[config.mk]
export PLATFORM = sky130hd
export DESIGN_NAME = result_commit_unit
export DESIGN_NICKNAME = d
export VERILOG_FILES = /design/src/rtl/result_pkg.sv /design/src/rtl/result_mem_port.sv /design/src/rtl/result_commit_unit.sv
export SDC_FILE = /design/constraint.sdc
export NUM_CORES = 1
export LEC_CHECK = 0
export BUFFER_PORTS_ARGS = -buffer_cell sky130_fd_sc_hd__buf_2
export CORE_UTILIZATION = 42
export DETAILED_ROUTE_END_ITERATION = 6
export PLACE_DENSITY_LB_ADDON = 0.2
export SLEW_MARGIN = 20
export SYNTH_ARGS = -nofsm -noshare
export SYNTH_HDL_FRONTEND = slang
export SYNTH_SLANG_ARGS = --single-unit
[constraint.sdc]
create_clock -name CLOCK_50 -period 2.2 [get_ports CLOCK_50]
set_input_delay 0.11 -clock CLOCK_50 [delete_from_list [all_inputs] [get_ports CLOCK_50]]
set_output_delay 0.11 -clock CLOCK_50 [all_outputs]
set_load 0.005 [all_outputs]
[src/rtl/result_pkg.sv]
// result_pkg
// Shared constants for the result/commit stage: the 3-bit instruction
// opcodes decoded by the commit FSM and the FSM state encoding, which is
// also exported on the state_dbg port.
package result_pkg;

  // Opcodes
  localparam logic [2:0] OP_NOP   = 3'b000;
  localparam logic [2:0] OP_ALU   = 3'b001;
  localparam logic [2:0] OP_JUMP  = 3'b010;
  localparam logic [2:0] OP_JR    = 3'b011;
  localparam logic [2:0] OP_LOAD  = 3'b100;
  localparam logic [2:0] OP_STORE = 3'b101;
  localparam logic [2:0] OP_JAL   = 3'b110;
  localparam logic [2:0] OP_BCOND = 3'b111;

  // FSM state encoding
  localparam logic [2:0] ST_IDLE   = 3'd0;
  localparam logic [2:0] ST_DECODE = 3'd1;
  localparam logic [2:0] ST_BRANCH = 3'd2;
  localparam logic [2:0] ST_MEM_RD = 3'd3;
  localparam logic [2:0] ST_MEM_WR = 3'd4;
  localparam logic [2:0] ST_WB     = 3'd5;
  localparam logic [2:0] ST_DONE   = 3'd6;

endpackage

[src/rtl/result_mem_port.sv]
// result_mem_port
// Data-memory side of the commit stage. While the commit FSM sits in a
// memory state this block raises mem_req one cycle later, holds it until
// mem_ack or until TIMEOUT request cycles have elapsed, and latches load
// data on the acknowledging edge.
//
// Ports:
//   CLOCK_50, resetIn  clock, asynchronous active-low reset
//   active             FSM is in MEM_RD or MEM_WR
//   is_write           FSM is in MEM_WR
//   mem_ack, mem_rdata memory response (rdata valid with ack)
//   mem_req, mem_we    registered memory request / write strobe
//   done               comb pulse: ack seen on this edge
//   timeout            comb pulse: request expires on this edge
//   rdata_q            load data captured at the ack edge
module result_mem_port #(
  parameter int DATA_W  = 32,
  parameter int TIMEOUT = 15
) (
  input  logic              CLOCK_50,
  input  logic              resetIn,
  input  logic              active,
  input  logic              is_write,
  input  logic              mem_ack,
  input  logic [DATA_W-1:0] mem_rdata,
  output logic              mem_req,
  output logic              mem_we,
  output logic              done,
  output logic              timeout,
  output logic [DATA_W-1:0] rdata_q
);

  // The counter holds the number of completed request cycles without ack;
  // the request expires on the edge that would bring it to TIMEOUT.
  localparam logic [7:0] LAST_CNT = 8'(TIMEOUT - 1);

  logic [7:0] wait_cnt;

  // An ack arriving on the expiring cycle takes priority: success wins.
  assign done    = active && mem_req && mem_ack;
  assign timeout = active && mem_req && !mem_ack && (wait_cnt == LAST_CNT);

  // NOTE: sequential state uses non-blocking assignments so every register
  // samples the pre-edge values regardless of statement order.
  always_ff @(posedge CLOCK_50 or negedge resetIn) begin
    if (!resetIn) begin
      mem_req  <= 1'b0;
      mem_we   <= 1'b0;
      wait_cnt <= '0;
      rdata_q  <= '0;
    end else if (!active) begin
      mem_req  <= 1'b0;
      mem_we   <= 1'b0;
      wait_cnt <= '0;
    end else if (!mem_req) begin
      // First cycle of a memory state: launch the request.
      mem_req  <= 1'b1;
      mem_we   <= is_write;
      wait_cnt <= '0;
    end else if (mem_ack) begin
      mem_req <= 1'b0;
      mem_we  <= 1'b0;
      rdata_q <= mem_rdata;
    end else if (timeout) begin
      mem_req <= 1'b0;
      mem_we  <= 1'b0;
    end else begin
      wait_cnt <= wait_cnt + 8'd1;
    end
  end

endmodule

[src/rtl/result_commit_unit.sv]
// result_commit_unit
// Result/commit stage of the multi-cycle MIPS-style core. Accepts one
// decoded instruction per four-phase enable/acknowledge handshake, computes
// the next PC, performs the data-memory access and issues at most one
// register-file write. All outputs come from registers.
//
// Ports:
//   CLOCK_50, resetIn             clock, asynchronous active-low reset
//   enable / acknowledge          four-phase request / completion
//   opCode, RDadd, ALUres, ADDout,
//   PCold, RDold                  instruction operands, captured on accept
//   mem_req, mem_we, mem_addr,
//   mem_wdata, mem_ack, mem_rdata data-memory handshake
//   rf_we, rf_waddr, rf_wdata     register-file write port
//   PCnew                         next PC, valid while acknowledge=1
//   err                           last operation hit a memory timeout
//   state_dbg                     current FSM state
module result_commit_unit
  import result_pkg::*;
#(
  parameter int DATA_W   = 32,
  parameter int ADDR_W   = 11,
  parameter int REG_AW   = 5,
  parameter int PC_W     = 32,
  parameter int PC_INC   = 1,
  parameter int TIMEOUT  = 15,
  parameter int ZERO_REG = 1
) (
  input  logic              CLOCK_50,
  input  logic              resetIn,
  input  logic              enable,
  output logic              acknowledge,
  input  logic [2:0]        opCode,
  input  logic [REG_AW-1:0] RDadd,
  input  logic [DATA_W-1:0] ALUres,
  input  logic [PC_W-1:0]   ADDout,
  input  logic [PC_W-1:0]   PCold,
  input  logic [DATA_W-1:0] RDold,
  output logic              mem_req,
  output logic              mem_we,
  output logic [ADDR_W-1:0] mem_addr,
  output logic [DATA_W-1:0] mem_wdata,
  input  logic              mem_ack,
  input  logic [DATA_W-1:0] mem_rdata,
  output logic              rf_we,
  output logic [REG_AW-1:0] rf_waddr,
  output logic [DATA_W-1:0] rf_wdata,
  output logic [PC_W-1:0]   PCnew,
  output logic              err,
  output logic [2:0]        state_dbg
);

  logic [2:0]        state;
  logic [2:0]        op_q;
  logic [REG_AW-1:0] rd_q;
  logic [DATA_W-1:0] alu_q;
  logic [PC_W-1:0]   add_q;
  logic [PC_W-1:0]   pc_q;
  logic [DATA_W-1:0] rdold_q;
  logic [DATA_W-1:0] wb_data_q;
  logic [PC_W-1:0]   pc_inc;
  logic              mem_done;
  logic              mem_timeout;
  logic [DATA_W-1:0] rdata_q;
  logic              rf_suppress;

  assign pc_inc      = pc_q + PC_W'(PC_INC);
  assign rf_suppress = (ZERO_REG != 0) && (rd_q == '0);
  assign mem_addr    = alu_q[ADDR_W-1:0];
  assign mem_wdata   = rdold_q;
  assign state_dbg   = state;

  result_mem_port #(
    .DATA_W  (DATA_W),
    .TIMEOUT (TIMEOUT)
  ) u_mem_port (
    .CLOCK_50  (CLOCK_50),
    .resetIn   (resetIn),
    .active    ((state == ST_MEM_RD) || (state == ST_MEM_WR)),
    .is_write  (state == ST_MEM_WR),
    .mem_ack   (mem_ack),
    .mem_rdata (mem_rdata),
    .mem_req   (mem_req),
    .mem_we    (mem_we),
    .done      (mem_done),
    .timeout   (mem_timeout),
    .rdata_q   (rdata_q)
  );

  always_ff @(posedge CLOCK_50 or negedge resetIn) begin
    if (!resetIn) begin
      state       <= ST_IDLE;
      acknowledge <= 1'b0;
      rf_we       <= 1'b0;
      rf_waddr    <= '0;
      rf_wdata    <= '0;
      PCnew       <= '0;
      err         <= 1'b0;
      op_q        <= '0;
      rd_q        <= '0;
      alu_q       <= '0;
      add_q       <= '0;
      pc_q        <= '0;
      rdold_q     <= '0;
      wb_data_q   <= '0;
    end else begin
      // Outputs trail the state by one edge so none depends on inputs.
      acknowledge <= (state == ST_DONE);
      rf_we       <= 1'b0;

      case (state)
        ST_IDLE: begin
          // Waiting for acknowledge to fall keeps a fast requester from
          // starting a new operation inside the old handshake.
          if (enable && !acknowledge) begin
            op_q    <= opCode;
            rd_q    <= RDadd;
            alu_q   <= ALUres;
            add_q   <= ADDout;
            pc_q    <= PCold;
            rdold_q <= RDold;
            err     <= 1'b0;
            state   <= ST_DECODE;
          end
        end

        ST_DECODE: begin
          PCnew     <= pc_inc;
          wb_data_q <= alu_q;
          case (op_q)
            OP_NOP:   state <= ST_DONE;
            OP_ALU:   state <= ST_WB;
            OP_JUMP:  state <= ST_BRANCH;
            OP_JR: begin
              PCnew <= PC_W'(rdold_q);
              state <= ST_DONE;
            end
            OP_LOAD:  state <= ST_MEM_RD;
            OP_STORE: state <= ST_MEM_WR;
            OP_JAL: begin
              wb_data_q <= DATA_W'(pc_inc);
              state     <= ST_BRANCH;
            end
            default:  state <= alu_q[0] ? ST_BRANCH : ST_DONE;
          endcase
        end

        ST_BRANCH: begin
          PCnew <= add_q;
          state <= (op_q == OP_JAL) ? ST_WB : ST_DONE;
        end

        ST_MEM_RD, ST_MEM_WR: begin
          if (mem_done) begin
            state <= (state == ST_MEM_RD) ? ST_WB : ST_DONE;
          end else if (mem_timeout) begin
            err   <= 1'b1;
            state <= ST_DONE;
          end
        end

        ST_WB: begin
          rf_we    <= !rf_suppress;
          rf_waddr <= rd_q;
          rf_wdata <= (op_q == OP_LOAD) ? rdata_q : wb_data_q;
          state    <= ST_DONE;
        end

        ST_DONE: begin
          if (!enable) state <= ST_IDLE;
        end

        default: state <= ST_IDLE;
      endcase
    end
  end

endmodule

==> run metrics <==
via count 9647; setup_tns 0 ns; register clock-pin slew on the reported worst setup and hold paths 0.06 ns; first-pass iteration count of the detailed router 5; die boundary height 174 um; category of the worst setup path capture point register; number of standard-cell rows in the floorplan 62; wire length of the first global-routing pass 56.8 mm; I/O pin total 292; total clock buffers created by CTS 34; Max-Slew Margin vs Limit 37.9%; DRC Markers 0; DR vias/cell 5.09; initial antenna violation count 1; number of port buffers 291; DP Wirelength 24.1 mm; maximum count of clock buffers along a single path 3; highest metal layer with signal wires met4; post-synthesis area per instance 12.2 sq um; worst-path maximum fanout 8; pwr/cell area 1330 nW/um^2; TritonCTS clock tree yes; effective utilization at floorplan 42.9%; global route overflow 0; Max rail drop VDD 0.825 mV; Sink Count 285; clock tree skew after final layout 0.0205 ns; Mapped Nets 1192; routed metal-1 wirelength 16.7 mm; All-Layer GR Usage 24.0%; fraction of final layout cells sized beyond drive strength 1 37.7%; Worst Max-Slew Pin Slew 0.929 ns; Static Leakage 0.00800 uW; CP startpoint kind register; wire length per cell after detailed routing 18.8 um; number of unique standard cell types used by synthesis 51; via count of the first global-routing pass 10100; number of max-slew violations in the final report 0; Fin Hold WS 0.108 ns; Final GP Congestion 0.808; CTS H-tree lvls 2; unrepaired setup endpoints after global routing no; source-to-sink clock delay at the later pin of the worst-skew pair 0.51 ns; fmax 0.491 GHz; Yosys warning total 0; flip-flop cell with the highest count after synthesis dfrtp_1; cell depth of the worst flop-to-flop path 7; die extent in x 174 um; Syn-to-layout area delta 40.5%; launch point of the worst hold path enable; worst hold path cell count 5; Hold Fails Final Rpt 0; number of enable flip-flop cells after synthesis 0; Worst Hold Endpoint state_dbg[2]; r2r endpoint wb_data_q[28]; antenna-violating nets left 0; met2 wire length 16.3 mm; worst reg2reg path startpoint pc_q[0]; flip-flop and latch count after synthesis 285; Total Power Consumption 23100 uW; worst min-delay path category primary input to register; Total Die Area 30100 sq um; data required time of the critical path 2.57 ns; pin count of the biggest net entering global routing 71; max cap viols 0; post-synthesis cell count 1017; class of the most critical setup path register to register; total standard cell area after synthesis 12400 sq um; share of the cycle needed by the critical path after routing 92.6%; Net count, final 1660; count of endpoints failing setup in the final report 0; min cycle time layout 2.04 ns; register-to-register setup slack 0.16 ns; amount of wire on met3 after detailed routing 1.89 mm; async set-reset flop share out of synthesis 100%; share of synthesized area occupied by flip-flops and latches 57.7%; Initial DRC Count 486; Core Box Area 28900 sq um; critical path data arrival time 2.41 ns; clock root cell clkbuf_16; final wirelength 35.6 mm; run status finished clean
==> worst max path at each step <==
| stage | start | endpoint | slack [ns] | depth (start not counted) |
|---|---|---|---|---|
| finish | pc_q[0] | wb_data_q[28] | 0.16 | 7 |
| global route | pc_q[0] | PCnew[24] | 0.001 | 6 |
| CTS | pc_q[0] | PCnew[20] | 0.04 | 6 |
| detailed placement | pc_q[0] | wb_data_q[22] | 0.07 | 6 |
| global placement | pc_q[0] | PCnew[22] | 0.16 | 6 |
| floorplan | u_mem_port.wait_cnt[0] | state_dbg[1] | 0.33 | 8 |
==> synthesized netlist by cell type, types with 4 or more instances <==
cell	count	area [sq um]
dfrtp_1	285	7130
xnor2_1	12	105
and3_1	7	43.8
mux2i_1	39	390
a22oi_1	43	323
a21oi_1	8	40.0
nand2_1	94	353
a31oi_1	4	25.0
clkbuf_1	27	101
buf_2	28	140
xor2_1	23	201
nor4_1	4	25.0
nand4_1	9	56.3
o211ai_1	17	128
o21ai_0	95	475
mux2_2	165	1860
a211oi_1	8	60.1
inv_1	15	56.3
a21o_1	5	37.5
nand3_1	15	75.1
buf_4	11	82.6
and4_1	4	35.0
nor3_1	12	60.1
nor2_1	42	158
==> routing by layer <==
metal / vias up / global-route usage [%]
li1: 4571 / -
met1: 4750 / 34.0
met2: 283 / 37.6
met3: 43 / 4.80
met4: 0 / 6.36
met5: - / 0
==> final cells by class <==
cell class                      count  area (sq um)
Inverter                           15          56.3
Timing Repair Buffer              501          3630
Clock inverter                      8           121
Clock buffer                       52          1070
Multi-Input combinational cell    648          4890
Sequential cell                   285          7130
Tap cell                          384           480
Antenna cell                        1          2.50
Fill cell                        2411         11500
==> logic make-up after synthesis <==
logic type	Yosys count	share of synthesized area, %
AND/OR/NAND/NOR	212	8.33
flip-flops	285	57.7
buffers and inverters	84	3.23
XOR/XNOR	35	2.48
adder cells (fa/ha/maj)	3	0.303
AO/OA/AOI/OAI	194	9.83
multiplexers	204	18.2
==> critical path, cell delays in order (launching register included) <==
cell and delay [ns]:
dfrtp_1 0.44, ha_1 0.23, nand3_2 0.23, nor4_2 0.34, buf_4 0.18, a31oi_1 0.10, nor3_1 0.25, o21ai_0 0.13
==> cells in the final DEF, fill, tap and decap left out, types with 4 or more instances in the layout <==
cell | Yosys | layout
buf_12 | 0 | 13
a21oi_1 | 8 | 8
buf_2 | 28 | 290
dlygate4sd3_1 | 0 | 170
a31oi_1 | 4 | 4
o21ai_0 | 95 | 95
and3_1 | 7 | 7
and4_1 | 4 | 4
a21o_1 | 5 | 5
nor3_1 | 12 | 11
nand2_1 | 94 | 94
xor2_1 | 23 | 23
mux2_2 | 165 | 165
buf_4 | 11 | 27
xnor2_1 | 12 | 12
a211oi_1 | 8 | 8
inv_1 | 15 | 15
nand4_1 | 9 | 9
nor2_1 | 42 | 41
mux2i_1 | 39 | 39
clkbuf_1 | 27 | 6
clkbuf_8 | 0 | 9
a22oi_1 | 43 | 43
clkbuf_16 | 0 | 37
dfrtp_1 | 285 | 285
nand3_1 | 15 | 14
o211ai_1 | 17 | 17
==> report_power, final <==
part	switching (uW)	internal, uW
combinational	3600	4000
clock	2190	3710
sequential	1920	7690
total	7710	15400
==> registers in the layout (all words and copies together) (netlist names) <==
register and flops:
u_mem_port.rdata_q 32, rd_q 5, u_mem_port.mem_we 1, wb_data_q 32
pc_q 32, alu_q 32, acknowledge 1, u_mem_port.wait_cnt 8
add_q 32, PCnew 32, u_mem_port.mem_req 1, op_q 3
rf_wdata 32, mem_wdata 32, state_dbg 3, rf_waddr 5
rf_we 1, err 1
==> through the flow <==
| step | instances | util [%] | setup WS, ns | instance area [sq um] |
|---|---|---|---|---|
| 3_3_place_gp | 1660 | 50.0 | 0.160 | 14400 |
| 4_1_cts | 1890 | 60.1 | 0.0355 | 17300 |
| 5_1_grt | 1893 | 60.2 | 0.00107 | 17400 |
| 2_1_floorplan | 1017 | - | 0.332 | 12400 |
| 6_report | 1894 | 60.2 | 0.163 | 17400 |
| 3_5_place_dp | 1660 | 50.0 | 0.0714 | 14400 |
==> timing repair <==
action | 4_1_cts | 5_1_grt
hold endpoints to repair | 243 | 0
hold buffers | 170 | 0
gates resized for setup | 0 | 1
endpoints found under the setup margin | 0 | 11
setup buffers | 0 | 3
No activity file was read; power rests on OpenSTA's default activity.
